--- config.mk ---
export PLATFORM = sky130hd
export DESIGN_NAME = pattern_scheduler
export DESIGN_NICKNAME = d
export VERILOG_FILES = /design/src/rtl/pattern_scheduler.sv
export SDC_FILE = /design/constraint.sdc
export NUM_CORES = 1
export LEC_CHECK = 0
export CAP_MARGIN = 20
export CORE_MARGIN = 4
export CORE_UTILIZATION = 40
export DETAILED_ROUTE_END_ITERATION = 10
export PLACE_DENSITY = 0.64
export SYNTH_ARGS = -nofsm -noshare
export SYNTH_HDL_FRONTEND = slang
export SYNTH_SLANG_ARGS = --single-unit
--- constraint.sdc ---
create_clock -name CLOCK_25 -period 5.95 [get_ports CLOCK_25]
set_input_delay 1.19 -clock CLOCK_25 [delete_from_list [all_inputs] [get_ports CLOCK_25]]
set_output_delay 1.19 -clock CLOCK_25 [all_outputs]
set_load 0.03 [all_outputs]
--- src/rtl/pattern_scheduler.sv ---
`default_nettype none
// ============================================================================
// Module      : pattern_scheduler
// Description : Round-robin refill scheduler that streams a command list to
//               requesting lanes and accumulates lane hits into a score.
//               Optional macro SCORE_SAT_EN makes the score saturate at 8'hFF
//               instead of wrapping.
// Revision    : 1.0 - initial release
// ============================================================================
module pattern_scheduler #(
  parameter int N_LANES  = 8,
  parameter int LIST_LEN = 203,
  parameter int CMD_W    = 4
) (
  input  logic               CLOCK_25,
  input  logic               rst_n,
  input  logic [N_LANES-1:0] req,
  input  logic [N_LANES-1:0] ponto,
  output logic [7:0]         cmd_rd_addr,
  input  logic [CMD_W-1:0]   cmd_rd_data,
  output logic [N_LANES-1:0] grant,
  output logic [CMD_W-1:0]   grant_cmd,
  output logic               grant_valid,
  output logic [7:0]         score,
  output logic               fim_de_jogo
);

  localparam int c_IDX_W = (N_LANES > 1) ? $clog2(N_LANES) : 1;
  localparam logic [c_IDX_W-1:0] c_LAST_LANE = c_IDX_W'(N_LANES - 1);
  localparam logic [8:0] c_LIST_END = 9'(LIST_LEN);

  localparam logic [1:0] c_IDLE  = 2'd0;
  localparam logic [1:0] c_FETCH = 2'd1;
  localparam logic [1:0] c_GRANT = 2'd2;
  localparam logic [1:0] c_DONE  = 2'd3;

  logic [1:0]         r_state;
  logic [N_LANES-1:0] r_req_q;
  logic [N_LANES-1:0] r_ponto_q;
  logic [N_LANES-1:0] r_pending;
  logic [c_IDX_W-1:0] r_sel;
  logic [c_IDX_W-1:0] r_last;
  logic [8:0]         r_ptr;
  logic [7:0]         r_score;
  logic               r_fim;

  logic [N_LANES-1:0] w_req_rise;
  logic [N_LANES-1:0] w_ponto_rise;
  logic [N_LANES-1:0] w_clr;
  logic [N_LANES-1:0] w_pending_next;
  logic [N_LANES-1:0] w_grant;
  logic [CMD_W-1:0]   w_grant_cmd;
  logic               w_grant_valid;
  logic [c_IDX_W-1:0] w_done_pick;
  logic [8:0]         w_ptr_inc;
  logic [7:0]         w_hits;
  logic [8:0]         w_score_sum;
  logic [7:0]         w_score_next;

  // First candidate found walking upward from the lane after 'last'.
  function automatic logic [c_IDX_W-1:0] f_rr_pick(
    input logic [N_LANES-1:0] cands,
    input logic [c_IDX_W-1:0] last
  );
    logic [c_IDX_W-1:0] pick;
    logic [c_IDX_W-1:0] lane;
    int                 idx;
    pick = last;
    for (int off = N_LANES; off >= 1; off--) begin
      idx = int'(last) + off;
      if (idx >= N_LANES) idx = idx - N_LANES;
      lane = c_IDX_W'(idx);
      if (cands[lane]) pick = lane;
    end
    return pick;
  endfunction

  function automatic logic [N_LANES-1:0] f_onehot(input logic [c_IDX_W-1:0] idx);
    return N_LANES'(1) << idx;
  endfunction

  assign w_req_rise   = req & ~r_req_q;
  assign w_ponto_rise = ponto & ~r_ponto_q;
  assign w_ptr_inc    = r_ptr + 9'd1;
  assign w_done_pick  = f_rr_pick(r_pending, r_last);

  always_comb begin
    w_grant       = '0;
    w_grant_cmd   = '0;
    w_grant_valid = 1'b0;
    case (r_state)
      c_GRANT: begin
        w_grant       = f_onehot(r_sel);
        w_grant_cmd   = cmd_rd_data;
        w_grant_valid = 1'b1;
      end
      c_DONE: begin
        // List exhausted: lanes still get a grant, carrying the empty command.
        if (|r_pending) begin
          w_grant       = f_onehot(w_done_pick);
          w_grant_valid = 1'b1;
        end
      end
      default: begin
        w_grant       = '0;
        w_grant_cmd   = '0;
        w_grant_valid = 1'b0;
      end
    endcase
  end

  // A fresh edge in the clearing cycle keeps the lane pending.
  assign w_clr          = w_grant_valid ? w_grant : '0;
  assign w_pending_next = (r_pending & ~w_clr) | w_req_rise;

  always_comb begin
    w_hits = '0;
    for (int i = 0; i < N_LANES; i++) begin
      w_hits = w_hits + 8'(w_ponto_rise[i]);
    end
  end

  assign w_score_sum = {1'b0, r_score} + {1'b0, w_hits};

`ifdef SCORE_SAT_EN
  assign w_score_next = w_score_sum[8] ? 8'hFF : w_score_sum[7:0];
`else
  assign w_score_next = w_score_sum[7:0];
`endif

  always_ff @(posedge CLOCK_25 or negedge rst_n) begin
    if (!rst_n) begin
      r_req_q   <= '0;
      r_ponto_q <= '0;
      r_pending <= '0;
      r_score   <= '0;
    end else begin
      r_req_q   <= req;
      r_ponto_q <= ponto;
      r_pending <= w_pending_next;
      r_score   <= w_score_next;
    end
  end

  always_ff @(posedge CLOCK_25 or negedge rst_n) begin
    if (!rst_n) begin
      r_state <= c_IDLE;
      r_sel   <= '0;
      r_last  <= c_LAST_LANE;
      r_ptr   <= '0;
      r_fim   <= 1'b0;
    end else begin
      case (r_state)
        c_IDLE: begin
          if (|r_pending) begin
            r_sel   <= f_rr_pick(r_pending, r_last);
            r_state <= c_FETCH;
          end
        end
        c_FETCH: begin
          r_state <= c_GRANT;
        end
        c_GRANT: begin
          r_ptr  <= w_ptr_inc;
          r_last <= r_sel;
          if (w_ptr_inc == c_LIST_END) begin
            r_state <= c_DONE;
            r_fim   <= 1'b1;
          end else if (|w_pending_next) begin
            // Back-to-back: arbitrate now so the next ROM fetch starts at once.
            r_sel   <= f_rr_pick(w_pending_next, r_sel);
            r_state <= c_FETCH;
          end else begin
            r_state <= c_IDLE;
          end
        end
        c_DONE: begin
          if (|r_pending) r_last <= w_done_pick;
        end
        default: r_state <= c_IDLE;
      endcase
    end
  end

  assign cmd_rd_addr = r_ptr[7:0];
  assign grant       = w_grant;
  assign grant_cmd   = w_grant_cmd;
  assign grant_valid = w_grant_valid;
  assign score       = r_score;
  assign fim_de_jogo = r_fim;

endmodule
`default_nettype wire
; After elaboration in Yosys (flattened, before gate mapping)
; Index checks and enable logic that the tools add are counted.
[word_totals]
regBits = 50
[op_classes]
addsub = 41
magnitude_cmp = 40
n_eq_ne = 9
shift = 2
mux = 144
n_bitwise = 7
reduce_logical = 10
[ops]
columns = operator, n
row1 = 3-bit two-way mux, 84
row2 = 3-bit by 4-bit less-than comparator with 1-bit output (second input constant), 24
row3 = 1-bit binary-select mux with 3-bit select, 24
row4 = 4-bit >= comparator (second input constant), 14
row5 = 3-bit by 1-bit subtractor with 3-bit output (second input constant), 16
row6 = 3-bit by 3-bit adder with 4-bit output (second input constant), 8
row7 = 1-bit two-way mux, 26
row8 = 8-bit AND, 3
row9 = 8-bit inverter, 3
row10 = 3-bit by 2-bit adder with 4-bit output (second input constant), 4
row11 = 8-bit two-way mux, 2
row12 = 8-bit one-hot mux with 2 select lines, 1
row13 = 8-bit OR reduction, 2
row14 = 1-bit by 3-bit left shift with 8-bit output (first input constant), 2
row15 = 3-bit one-hot mux with 2 select lines, 2
row16 = 3-bit by 4-bit adder with 5-bit output (second input constant), 2
row17 = 5-bit by 4-bit >= comparator with 1-bit output (second input constant), 2
row18 = 9-bit by 1-bit adder with 9-bit output (second input constant), 1
row19 = 9-bit by 8-bit == test with 1-bit output (second input constant), 1
row20 = 9-bit inequality test (second input constant), 1
row21 = 3-bit by 1-bit adder with 4-bit output (second input constant), 2
row22 = 7-bit by 1-bit adder with 8-bit output, 1
row23 = 8-bit adder, 1
row24 = 2-bit inequality test (second input constant), 4
row25 = 18 further kinds, 23

; Depth between registers and ports, before layout
; Gate-level depths: netlist (run 1).
[depth]
depth_word = 37
ltp_mapped = 19
depth_no_buf = 15

; Worst setup path after synthesis (run 1)
; OpenSTA, ideal clock, no wires.
[synth_path]
path_kind = reg-to-reg
start = register r_last[0]
end = register r_sel[1]
setup_ns = 0.125
t_arrival_ns = 4.902
path_slack_ns = 0.922
stages_incl_launch_ff = 18
path_buffers = 3
period_less_slack_ns = 5.028
cell_sequence = dfstp_2 -> buf_6 -> buf_12 -> buf_2 -> inv_1 -> ha_1 -> xnor2_1 -> mux4_2 -> o31ai_1 -> a2111o_1 -> and3_1 -> nand3_2 -> o31a_1 -> mux4_2 -> a2bb2oi_2 -> a2111oi_1 -> o221ai_1 -> mux2_4
[synth_between]
elab_chain_cells = 32
elab_cells_between_ends = 134
[synth_lines]
columns = item, line
row1 = start: declaration, 42  ; logic [c_IDX_W-1:0] r_last;
row2 = start signal: assignment, 149  ; r_last <= c_LAST_LANE;
row3 = start signal: assignment, 165  ; r_last <= r_sel;
row4 = start signal: assignment, 178  ; if (|r_pending) r_last <= w_done_pick;
row5 = 3-bit by 4-bit adder with 5-bit output, 70  ; idx = int'(last) + off;
row6 = 5-bit by 4-bit >= comparator with 1-bit output / 3-bit by 1-bit subtractor with 3-bit output (equally long branches), 71  ; if (idx >= N_LANES) idx = idx - N_LANES;
row7 = 3-bit two-way mux, 71
row8 = 1-bit binary-select mux with 3-bit select, 73  ; if (cands[lane]) pick = lane;
row9 = 1-bit two-way mux (not written as such), 73
row10 = 3-bit two-way mux (7 in series), 73
row11 = 3-bit two-way mux *, 73
row12 = 1-bit by 3-bit left shift with 8-bit output *, 79  ; return N_LANES'(1) << idx;
row13 = (+5 left out), -
row14 = 8-bit bitwise OR *, 114  ; assign w_pending_next = (r_pending & ~w_clr) | w_req_rise;
row15 = via w_pending_next[5], 50  ; logic [N_LANES-1:0] w_pending_next;
row16 = 1-bit binary-select mux with 3-bit select, 73
row17 = 1-bit two-way mux (not written as such), 73
row18 = 3-bit two-way mux (7 in series), 73
row19 = 3-bit two-way mux, 169  ; end else if (|w_pending_next) begin
row20 = 3-bit two-way mux, 166  ; if (w_ptr_inc == c_LIST_END) begin
row21 = 3-bit one-hot mux with 2 select lines, 153  ; case (r_state)
row22 = end signal: assignment, 156  ; r_sel <= f_rr_pick(r_pending, r_last);
row23 = end signal: assignment, 171  ; r_sel <= f_rr_pick(w_pending_next, r_sel);
row24 = end: declaration, 41  ; logic [c_IDX_W-1:0] r_sel;
; The timed path passes the listed nets; every way through them passes the cells marked *. The select of a mux whose other input is x is not followed.
; A chain may end at the register's enable or synchronous reset.

; Worst setup path after layout (run 1)
[layout_path]
start = register r_last[1]
end = output port grant[2]
[layout_between]
elab_chain_cells = 16
elab_cells_between_ends = 59
[layout_lines]
columns = item, line
row1 = 3-bit by 4-bit adder with 5-bit output, 70
row2 = 5-bit by 4-bit >= comparator with 1-bit output / 3-bit by 1-bit subtractor with 3-bit output (equally long branches), 71
row3 = 3-bit two-way mux, 71
row4 = 1-bit binary-select mux with 3-bit select, 73
row5 = 1-bit two-way mux (not written as such), 73
row6 = 3-bit two-way mux (7 in series), 73
row7 = 3-bit two-way mux *, 73
row8 = 1-bit by 3-bit left shift with 8-bit output *, 79
row9 = 8-bit two-way mux *, 99  ; if (|r_pending) begin
row10 = 8-bit one-hot mux with 2 select lines *, 91  ; case (r_state)
row11 = end: declaration, 21  ; output logic [N_LANES-1:0] grant,
; Mark *: on every way between the ends. The rest lies on a longest branch, timed or not. The select of a mux whose other input is x is not followed.

==> results.cfg, run 1 <==
[timing]
max_slew_margin_pct = 40.16
postLayoutSetupSlackWorst_ps = 292.8
period_needed_ps = 5657
finalHoldViolCount = 0
rsz0062_at_grt = no
tns_ps = 0
setup_violations = 0
fin_crit_sh_pct = 95.08
fin_skew_ps = 11.62
fmax_mhz = 176.8
tightest_slew_ps = 888.2
maxSlewViolCount = 0
timing.hold.ws_ps = 490.3

[clocking]
cts.sink_count = 50
cts_hold_repair.buffers = 0
cts_tree = built
cts-buffers-inserted = 5
path_clk_slew_ps = 80
clk_latency_ps = 300
clockBufferDepth = 2
cts-root-buf = clkbuf_16
htree_num_levels = 2

[placement]
dp_slack_ps = 578.7
dp_cells = 680
gp_congestion = 0.9446
portBuffers = 51
dpl.hpwl_um = 9981

[setup_path]
worstSetupEndpointType = output pin
r2r_end = r_sel[2]
rrSetupSlack_ps = 650
reg2reg_depth = 16
r2r_start = r_last[1]
worstPathArrival_ps = 4470
max_stage_delay_ps = 740
crit_buf_inv = 2
critPathKind = flop to output pin
crit_path_start_kind = flop
cpMaxStageDelayCell = clkdlybuf4s50_1
crit_path_cell_trace = inv_1 > ha_2 > nand2b_1 > a21oi_1 > o21a_1 > o21ai_1 > a21o_1 > nand2_2 > o21ai_0 > clkdlybuf4s50_1
cp.required_ps = 4760
crit_fanout = 15
path_delay_family = compound AO/OA/AOI/OAI gates

[routing]
first_pass_iters = 5
drtIter0Drc = 423
wl_per_cell_um = 19.63
via_per_inst = 6.334
num_vias = 4358
drc_errors = 0
final_antenna_net_count = 0
wirelength_um = 13500

[logic_synthesis]
yosysTopAreaCellShare_pct = 25.43
netlist_area_um2 = 4624
synth-seq-cells = 50
yosysTopAreaCell = dfrtp_1
synth.top_cells.by_count = 47 x dfrtp_1, 45 x nand2_1, 25 x nor2_1
synth_edf_count = 0
synth.area.top_cells = dfrtp_1 25%, ha_1 6.0%, mux4_2 5.8%
synth_ff_type = dfrtp_1
synth_area_per_cell_um2 = 9.139
ys_types = 86
postSynthNetCount = 555
yosysMostFrequentCell = dfrtp_1
netlist_instances = 506
ys_seq_area_share_pct = 27.14
synthArstFlopShare_pct = 100.0
yosys_warnings = 0

[floorplan]
io_pins = 52
die_area_um2 = 13340
core_area_um2 = 11370
start_util_pct = 40.67
die_h_um = 115.5
rows = 39
fp.dieW_um = 115.5

[flow_run]
max_cap_violations = 0

[grt]
antenna_found_initial = 0
grt_start_max_net_pins = 51
grt_pass1_wl_um = 22650
grt_pass1_vias = 4493
track_usage_pct = 21.17
grt-ovfl-total = 0

[power_and_ir_drop]
ir_drop_mv = 0.3229
power_density_nw_per_um2 = 672.2
p_leak_nw = 2.121
power_mw = 3.613

[layout]
antenna_cells = 0
fin_nets = 593
fin_cells = 688
drive_gt1_share_pct = 12.29
area.growth.synth_to_final_pct = 16.23

[hold_path]
min_path_type = flop to flop
holdPathEnd = score[7]
hp-start = score[7]
whs_path_depth = 1

[status]
status = finished clean
==> cells in the final DEF, fill, tap and decap left out, types with 9 or more instances in the layout <==
master / count
nor2b_1: 12
clkdlybuf4s50_1: 50
mux4_2: 12
a21oi_1: 23
o21ai_0: 24
o211ai_1: 10
nor3_1: 10
nand2_1: 45
ha_1: 21
nand2b_1: 15
nand3_1: 16
and2_1: 9
xnor2_1: 12
buf_4: 12
a211oi_1: 9
dfrtp_1: 47
nor2_1: 25
mux2i_1: 12
inv_1: 18
==> how the worst max path moves through the flow <==
stage / startpoint / end / slack [ps] / depth (start not counted)
6_report: r_last[1] / grant[2] / 290 / 10
5_1_grt: r_last[1] / grant[2] / 60 / 10
4_1_cts: r_last[1] / grant[2] / 230 / 10
3_5_place_dp: r_last[1] / grant[2] / 580 / 10
3_3_place_gp: r_last[1] / grant[0] / 600 / 11
2_1_floorplan: r_last[0] / r_sel[1] / 920 / 17
==> cell type report <==
| cell class | instances | area (um2) |
|---|---|---|
| clock inverter | 3 | 26.28 |
| timing repair buffer | 63 | 595.6 |
| sequential | 50 | 1255 |
| multi-input combinational | 405 | 3123 |
| clock buffer | 5 | 125.1 |
| inverter | 19 | 71.32 |
| fill | 1090 | 5995 |
| tap | 143 | 178.9 |
==> repair_timing <==
action	in CTS	in global routing
resized for setup	0	3
setup buffers	0	0
setup endpoints to repair	0	7
==> sequential cells by signal (all words and copies together), names as in the netlist <==
register     count
r_state          2
r_ptr            9
r_ponto_q        8
r_last           3
r_req_q          8
score            8
r_pending        8
r_sel            3
fim_de_jogo      1
==> routing by layer <==
layer | GRT usage, % | routed length, um | share of wire [%] | vias up
li1 | - | - | - | 1997
met5 | 0 | 0 | 0 | -
met1 | 29.09 | 6032 | 45 | 2082
met4 | 7.668 | 461 | 3.4 | 0
met2 | 32.83 | 5977 | 44 | 243
met3 | 4.700 | 1030 | 7.6 | 36
==> through the flow <==
step	instance area [um2]	utilization, %
floorplan	4624	-
global placement	5210	45.82
detailed placement	5210	45.82
CTS	5361	47.16
global route	5375	47.28
finish	5375	47.28
==> cell families after synthesis <==
kind of cell             share of synthesized area [%]
AO/OA/AOI/OAI                                    25.35
buffers and inverters                            5.627
multiplexers                                     10.55
XOR/XNOR                                         3.409
AND/OR/NAND/NOR                                  19.81
flip-flops                                       27.14
adder cells (fa/ha/maj)                          8.117
==> power breakdown <==
part,internal (mW),switching [mW],total [mW]
Clock,0.160,0.144,0.304
Combinational,1.06,1.60,2.67
Sequential,0.451,0.191,0.643
(Power assumes the default switching activity.)
==> run 2: changes to the inputs <==
--- a/config.mk
+++ b/config.mk
@@ -6,10 +6,13 @@
 export NUM_CORES = 1
 export LEC_CHECK = 0
 export CAP_MARGIN = 20
+export CORE_ASPECT_RATIO = 2
 export CORE_MARGIN = 4
 export CORE_UTILIZATION = 40
 export DETAILED_ROUTE_END_ITERATION = 10
-export PLACE_DENSITY = 0.64
+export DONT_BUFFER_PORTS = 1
+export GPL_TIMING_DRIVEN = 0
+export PLACE_DENSITY = 0.58
 export SYNTH_ARGS = -nofsm -noshare
 export SYNTH_HDL_FRONTEND = slang
 export SYNTH_SLANG_ARGS = --single-unit
==> results.cfg, run 2 (synthesized netlist as in run 1, its figures left out) <==
[status]
status = finished clean

[grt]
grt_start_max_net_pins = 51
grt_pass1_vias = 4401
track_usage_pct = 22.23
grt-ovfl-total = 0
antenna_found_initial = 0
grt_pass1_wl_um = 23400
grtUsageMet1_pct = 21.08
met3_usage_pct = 2.788
top_usage_layer = met2
grt_util_met2_pct = 41.80

[clocking]
path_clk_slew_ps = 70
cts-buffers-inserted = 5
cts-root-buf = clkbuf_16
htree_num_levels = 2
cts.sink_count = 50
clockBufferDepth = 2
post-cts-setup-buffer-count = 0
cts_tree = built
clk_latency_ps = 300

[timing]
period_needed_ps = 5699
timing.hold.ws_ps = 533.4
rsz0062_at_grt = no
finalHoldViolCount = 0
setup_violations = 0
max_slew_margin_pct = 20.39
fin_skew_ps = 8.930
fmax_mhz = 175.5
fin_crit_sh_pct = 95.78
tightest_slew_ps = 1182
maxSlewViolCount = 0

[hold_path]
hp-start = r_ptr[8]
holdPathEnd = r_ptr[8]
whs_path_depth = 1
min_path_type = flop to flop

[floorplan]
die_area_um2 = 13450
die_h_um = 160.1
core_area_um2 = 11290
fp.dieW_um = 84.03
io_pins = 52
start_util_pct = 40.98
rows = 55

[layout]
utilization_pct = 44.29
layout_common_cells = 47 x dfrtp_1, 45 x nand2_1, 25 x nor2_1
largest_reg_flops = 9
drive_gt1_share_pct = 14.42
fill_cells = 1163
fin_nets = 561
stdcell_area_um2 = 4999
antenna_cells = 0
layout_commonest_cell = dfrtp_1
area.growth.synth_to_final_pct = 8.090
regMostFlops = r_ptr

[setup_path]
rrSetupSlack_ps = 250
worstSetupEndpointType = flop
r2r_end = r_sel[0]
cp.required_ps = 6150
crit_path_start_kind = flop
startpoint = r_last[0]
crit_fanout = 10
reg2reg_depth = 19
r2r_start = r_last[0]
critPathKind = flop to flop
worstPathArrival_ps = 5900

[routing]
via_per_inst = 6.521
drc_errors = 0
first_pass_iters = 5
num_vias = 4271
final_antenna_net_count = 0
wirelength_um = 15140
drtIter0Drc = 326
wl_per_cell_um = 23.12

[placement]
dpl.hpwl_um = 11960
postPlaceCellArea_um2 = 4802
portBuffers = 0
gp_congestion = 0.9948

[flow_run]
max_cap_violations = 0
[run 2: timing repair]
action | CTS | global route
hold buffers | 0 | 0
pin swaps | 0 | 1
setup endpoints to repair | 11 | 11
resized for setup | 5 | 12
[run 2: area by class of cell]
type | count | area [um2] | share of cell area [%]
multi-input combinational | 405 | 3151 | 63.03
sequential | 50 | 1255 | 25.11
buffer | 31 | 187.7 | 3.755
tap | 142 | 177.7 | 3.554
clock buffer | 6 | 138.9 | 2.778
inverter | 19 | 71.32 | 1.427
clock inverter | 2 | 17.52 | 0.3504
[run 2: metrics by stage]
stage	std cells	setup TNS [ps]	setup slack (ps)
after floorplan	506	0	922.5
after global placement	648	-600.9	-357.4
after detailed placement	648	-749.1	-399.7
after CTS	656	-331.6	-88.46
after global routing	655	0	79.45
final	655	0	251.4
[run 2: worst max-delay path, stage by stage, from the launching register on]
cell and delay (ps):
dfstp_2 540, buf_6 140, buf_12 140, buf_2 240, inv_1 70, ha_1 280
xnor2_2 320, mux4_2 590, o31ai_2 340, a2111o_1 210, nand3_1 220, and3_1 230
clkbuf_2 180, a31oi_2 430, mux4_2 390, a2bb2oi_2 260, a211oi_1 80, o31ai_1 430
mux2_2 390, o211ai_1 110
[run 2: worst max path at each step]
stage               endpoint  cells after the start  slack (ps)
floorplan           r_sel[1]                     17         920
global placement    r_sel[1]                     18        -360
detailed placement  r_sel[1]                     18        -400
CTS                 grant[5]                     12         -90
global route        r_sel[2]                     18          80
finish              r_sel[0]                     19         250
[run 2: routing by layer]
metal,wire length [um],part of all wire (%)
met1,4934,33
met5,0,0
met3,726,4.8
met4,1198,7.9
met2,8281,55
Power of run 2 is not shown: default switching activity piles up to over one toggle a cycle in this logic, so the estimate is an artifact.
